### src/rtl/fourbit_serial_subtractor.sv
// Bit-serial 4-bit subtractor: diff = a - b - bin (mod 16), bout = unsigned borrow.
// One bit is resolved per clock, LSB first, through a three-state controller
// (IDLE -> SUB x4 -> DONE). The result and the status flags are all registered.
module fourbit_serial_subtractor (
  input  logic       clk,
  input  logic       rst,
  input  logic       start,
  input  logic [3:0] a,
  input  logic [3:0] b,
  input  logic       bin,
  output logic [3:0] diff,
  output logic       bout,
  output logic       busy,
  output logic       done
);

  typedef enum logic [1:0] {
    IDLE = 2'd0,
    SUB  = 2'd1,
    DONE = 2'd2
  } state_t;

  state_t     state;
  logic [3:0] sa;       // minuend shift register, LSB is the bit in flight
  logic [3:0] sb;       // subtrahend shift register
  logic [3:0] res;      // result register, filled from the MSB side
  logic       br;       // running borrow
  logic [1:0] cnt;      // bit index of the current SUB edge
  logic       d;
  logic       br_next;

  // One-bit full subtractor on the current LSBs and running borrow.
  // NOTE: every signal written here is assigned on every pass, so no latch is inferred.
  always_comb begin
    d       = sa[0] ^ sb[0] ^ br;
    br_next = (~sa[0] & sb[0]) | (~(sa[0] ^ sb[0]) & br);
  end

  // Controller, datapath shift registers and registered outputs.
  // NOTE: all state here uses non-blocking assignments so every register sees
  // the pre-edge values of its neighbours, exactly like the flops they become.
  always_ff @(posedge clk or posedge rst) begin
    if (rst) begin
      state <= IDLE;
      sa    <= 4'd0;
      sb    <= 4'd0;
      res   <= 4'd0;
      br    <= 1'b0;
      cnt   <= 2'd0;
      diff  <= 4'd0;
      bout  <= 1'b0;
      busy  <= 1'b0;
      done  <= 1'b0;
    end else begin
      done <= 1'b0;
      unique case (state)
        IDLE: begin
          if (start) begin
            sa    <= a;
            sb    <= b;
            br    <= bin;
            res   <= 4'd0;
            cnt   <= 2'd0;
            busy  <= 1'b1;
            state <= SUB;
          end
        end
        SUB: begin
          sa  <= {1'b0, sa[3:1]};
          sb  <= {1'b0, sb[3:1]};
          br  <= br_next;
          res <= {d, res[3:1]};
          cnt <= cnt + 2'd1;
          // Fourth bit: publish the full result straight from the shifter.
          if (cnt == 2'd3) begin
            diff  <= {d, res[3:1]};
            bout  <= br_next;
            busy  <= 1'b0;
            done  <= 1'b1;
            state <= DONE;
          end
        end
        DONE: begin
          state <= IDLE;
        end
        default: begin
          state <= IDLE;
        end
      endcase
    end
  end

endmodule
### config.mk
export PLATFORM = sky130hd
export DESIGN_NAME = fourbit_serial_subtractor
export DESIGN_NICKNAME = d
export VERILOG_FILES = /design/src/rtl/fourbit_serial_subtractor.sv
export SDC_FILE = /design/constraint.sdc
export NUM_CORES = 1
export LEC_CHECK = 0
export CORE_ASPECT_RATIO = 1.4
export CORE_UTILIZATION = 50
export CTS_CLUSTER_SIZE = 28
export DETAILED_ROUTE_END_ITERATION = 12
export GPL_TIMING_DRIVEN = 1
export HOLD_SLACK_MARGIN = 0.03
export PLACE_DENSITY = 0.8
export SLEW_MARGIN = 20
export SYNTH_ARGS = -nofsm -noshare
export SYNTH_HDL_FRONTEND = slang
export SYNTH_SLANG_ARGS = --single-unit
### constraint.sdc
create_clock -name clk -period 1.4 [get_ports clk]
set_input_delay 0.21 -clock clk [delete_from_list [all_inputs] [get_ports clk]]
set_output_delay 0.21 -clock clk [all_outputs]
set_load 0.01 [all_outputs]
# After elaboration in Yosys (flattened, before gate mapping)
# Index checks and enable logic that the tools add are counted.
dict set report totals {
  register_bits 24
  output_inout_bits 7
}
dict set report classes {
  add_sub_neg 1
  n_eq_ne 4
  n_mux 18
  bitwise_logic 7
  reduce_logical 6
}
# op n
set ops {}
lappend ops {{$pmux W4 S2} 3}
lappend ops {{$mux W4} 3}
lappend ops {{$pmux W2 S2} 2}
lappend ops {{$mux W2} 3}
lappend ops {{$reduce_and A2 Y1} 3}
lappend ops {{$mux W1} 5}
lappend ops {{$ne A2 B2 Y1 const B} 2}
lappend ops {{$pmux W1 S2} 2}
lappend ops {{$reduce_and A3 Y1} 1}
lappend ops {{$add A2 B1 Y2 const B} 1}
lappend ops {{$and A1 B1 Y1} 2}
lappend ops {{$eq A2 B1 Y1 const B} 1}
lappend ops {{$eq A2 B2 Y1 const B} 1}
lappend ops {{$logic_not A2 Y1} 1}
lappend ops {{$not A1 Y1} 2}
lappend ops {{$reduce_bool A2 Y1} 1}
lappend ops {{$xor A1 B1 Y1} 2}
lappend ops {{$or A1 B1 Y1} 1}

# Logic depth before layout (Yosys ltp)
dict set report depth {
  word_depth 5
  ltp_mapped 5
}

# Worst setup path after synthesis
# OpenSTA, ideal clock, no wires.
dict set report synth_timing {
  kind {flip-flop to flip-flop}
  startpoint {register sa[0]}
  endpoint {register diff[3]}
  arrival_ps 1132
  path_slack_ps 141
  path_stages_with_launch 3
  n_path_buf 0
  cell_sequence {dfrtp_1 fa_1 mux2_1}
}
dict set report synth_via {
  elab_chain_cells 2
}
# element line
set synth_lines {}
lappend synth_lines {{from (decl)} 24} ;# logic [3:0] sa;
lappend synth_lines {{from (signal assigned)} 69} ;# sa <= {1'b0, sa[3:1]};
lappend synth_lines {{$xor A1 B1 Y1 (2 in a row)} 35} ;# d = sa[0] ^ sb[0] ^ br;
lappend synth_lines {{named net d} 29} ;# logic d;
lappend synth_lines {{to (signal assigned)} 76} ;# diff <= {d, res[3:1]};
lappend synth_lines {{to (decl)} 11} ;# output logic [3:0] diff,
# The timed path passes the listed nets, and every way through them passes these cells.
# A chain may end at the register's enable or synchronous reset.

# Final worst setup path
dict set report layout_timing {
  startpoint {register state[1]}
  endpoint {register diff[1]}
}
dict set report layout_via {
  elab_chain_cells 2
}
# element line
set layout_lines {}
lappend layout_lines {{from (decl)} 23} ;# state_t state;
lappend layout_lines {{from (signal assigned)} 44} ;# state <= IDLE;
lappend layout_lines {{from (signal assigned)} 65} ;# state <= SUB;
lappend layout_lines {{from (signal assigned)} 80} ;# state <= DONE;
lappend layout_lines {{$eq A2 B1 Y1} 56} ;# unique case (state)
lappend layout_lines {{$reduce_and A2 Y1 (no source line)} -}
# No other way between the ends.

==> impl_metrics.csv <==
group,metric,value,unit
placed_design,gp_congestion,0.759,
worst_setup_path,slowest_delay,0.61,ns
route,wl_per_cell,14.4,um
cts,cts_tree,"yes",
route,first_pass_iters,4,
cts,cts_buffers,3,
floorplanning,die_area,2270,um2
worst_setup_path,cp-end-kind,"flip-flop",
layout,fin_nets,126,
global_routing,grt_use_total,0.194,
cts,clock_path_buffers,2,
global_routing,grt_pass1_vias,741,
cts,cts_root_buf,"clkbuf_4",
logic_synthesis,syn_nets,102,
sta,hold_viol_final,0,
route,drcViolationCount,0,
route,num_vias,748,
worst_setup_path,crit_slowest_cell,"dfrtp_1",
placed_design,port_buffers,18,
placed_design,dp_hpwl,1.47,mm
cts,clk_pin_slew_worst_paths,0.12,ns
logic_synthesis,yosys_warnings,0,
cts,insertion_delay,0.30,ns
sta,final.period_utilization,0.951,
run_status,status,"finished clean",
worst_setup_path,critPathLaunchType,"flip-flop",
logic_synthesis,synthesis.instances,88,
sta,clock_skew,0.00521,ns
logic_synthesis,synth-seq-cells,23,
worst_setup_path,crit_fanout,14,
floorplanning,die_w,40.6,um
sta,period_needed,1.33,ns
job,drv_cap,0,
global_routing,grt_pass1_wl,3.13,mm
power_and_ir_drop,ir_drop,1.03,mV
layout,final_cell_area,1270,um2
floorplanning,start_util,0.528,
logic_synthesis,synth_top_cell_area_share,0.553,
logic_synthesis,synth_area_leaders,"dfrtp_1 55%, mux2_1 4.3%, o21ai_0 3.8%",
global_routing,globalRouteOverflowTotal,0,
sta,drv_slew,0,
sta,rsz0062_at_grt,"no",
layout,num-fill-cells,166,
sta,fin_ws,0.0685,ns
route,drtAntennaViolNets,0,
route,wl,1.90,mm
layout,n_antenna_cell,0,
logic_synthesis,synth-seq-area-share,0.553,
power_and_ir_drop,leakagePower,0.625,nW
cts,ctsHoldBuffers,0,
worst_setup_path,cp.arrival,1.52,ns
floorplanning,rows,19,
floorplanning,design.core.area,1970,um2
layout,final_layout_size_suffix_gt1_frac,0.135,
hold_path,hp-class,"input port to async pin",
layout,regArea,577,um2
cts,cts_sinks,23,
cts,h-tree-depth,1,
logic_synthesis,synthDistinctLibCells,26,
sta,fmaxAchievable,751,MHz
floorplanning,die_h,56.0,um
power_and_ir_drop,power_density,2000,nW/um2
route,drtIter0Drc,12,
global_routing,antenna_found_initial,0,
logic_synthesis,syn_area,1040,um2
placed_design,place_area,1250,um2
sta,maxSlewHeadroom,0.722,
layout,multi_input_area,402,um2
global_routing,grt_max_degree,24,
sta,fin_tns_setup,0,ns
logic_synthesis,syn_area_per_cell,11.8,um2
logic_synthesis,yosys.area.top_type,"dfrtp_1",
layout,area_growth,22.5,%
sta,setup_violations,0,
worst_setup_path,path_cells,"nand3b_4, mux2_1",
route,viasPerCell,5.67,
floorplanning,io_pins,19,
worst_setup_path,required,1.59,ns
sta,tightest_slew,0.418,ns
placed_design,pre_cts_ws,-0.100,ns
worst_setup_path,crit_type,"flip-flop to flip-flop",
[per-layer routing]
metal  part of all wire  global-route usage  wire, um  vias to the layer above
li1                   -                   -         -                      353
met1               0.42               0.236       804                      378
met2               0.54               0.333      1030                       15
met3              0.027              0.0360        52                        2
met4             0.0063              0.0429        12                        0
met5                  0                   0         0                        -
[state kept, by name, indices dropped and copies added (netlist names), 2 cells and up]
signal  count
state       2
sb          4
sa          4
diff        4
res         3
cnt         2
[cell type report]
class                           count  share of cell area
Clock inverter                      1             0.00393
Multi-Input combinational cell     53               0.315
Clock buffer                        3              0.0177
Inverter                            8              0.0236
Tap cell                           21              0.0206
Sequential cell                    23               0.452
Timing Repair Buffer               23               0.167
[worst paths after layout]
kind                       cells past startpoint              endpoint                 start  slack [ns]
hold / removal                                 3     sb[2]$_DFFE_PP0P_                   rst        0.23
setup / recovery                               2   diff[1]$_DFFE_PP0P_  state[1]$_DFFE_PP0P_        0.07
hold reg to reg                                2      bout$_DFFE_PP0P_      bout$_DFFE_PP0P_        0.50
min in group clk                               3     sa[3]$_DFFE_PP0P_                  a[3]        0.46
max in group asynchronous                      3  state[0]$_DFFE_PP0P_                   rst        0.93
setup reg to reg                               2   diff[1]$_DFFE_PP0P_  state[1]$_DFFE_PP0P_        0.07
[power breakdown]
part	internal [mW]	total (mW)	switching [mW]
logic	0.561	1.06	0.498
registers	0.962	1.20	0.238
clock network	0.106	0.290	0.184
[through the flow]
step	total power, mW	instances	utilization	hold slack [ns]
3_5_place_dp	2.35	128	0.634	0.480
5_1_grt	2.77	132	0.646	0.271
6_report	2.55	132	0.646	0.234
4_1_cts	2.59	132	0.644	0.233
2_1_floorplan	1.94	88	-	0.212
3_3_place_gp	2.26	128	0.634	0.461
[Yosys cell counts]
cell,n
o221a_1,2
nand2_1,5
fa_1,1
o21a_1,2
o21ai_0,8
nor3_1,1
nor4b_2,1
a211oi_1,1
ha_1,1
buf_6,1
nor2b_1,3
a21oi_1,1
a221oi_2,1
a32oi_1,2
a222oi_1,1
mux2_1,4
buf_4,3
nand3b_4,1
nand3b_1,2
nor2_1,8
o21bai_2,1
inv_1,8
o21ba_2,1
nand2b_1,2
dfrtp_1,23
a22o_1,4
[placed cells by master (no fill, tap or decap), types with 2 or more instances in the layout]
cell type / n
a22o_1: 4
a32oi_1: 2
buf_4: 5
clkbuf_4: 3
clkdlybuf4s50_1: 11
dfrtp_1: 22
dlygate4sd2_1: 6
inv_1: 8
mux2_1: 4
nand2_1: 5
nand2b_1: 2
nand3b_1: 2
nor2_1: 8
nor2b_1: 3
o21a_1: 2
o21ai_0: 8
o221a_1: 2
[cell families after synthesis]
kind of cell               count (synthesis)  synth area share
adders and majority gates                  2            0.0312
buffers and inverters                     12            0.0613
and+or+nand+nor                           23             0.130
DFF                                       23             0.553
muxes                                      4            0.0433
AOI/OAI and AO/OA                         24             0.181
[what timing repair did]
| action | in CTS | in global routing |
|---|---|---|
| endpoints found under the setup margin | 6 | 4 |
| resized for setup | 6 | 2 |
| setup buffers | 0 | 0 |
[worst max-delay path, delay by kind of cell, from the launching register on]
| kind | cells | cell delay, ns |
|---|---|---|
| AND/OR/NAND/NOR | 1 | 0.27 |
| multiplexers | 1 | 0.34 |
| flip-flops | 1 | 0.61 |
Power figures use the tool's default switching activity.
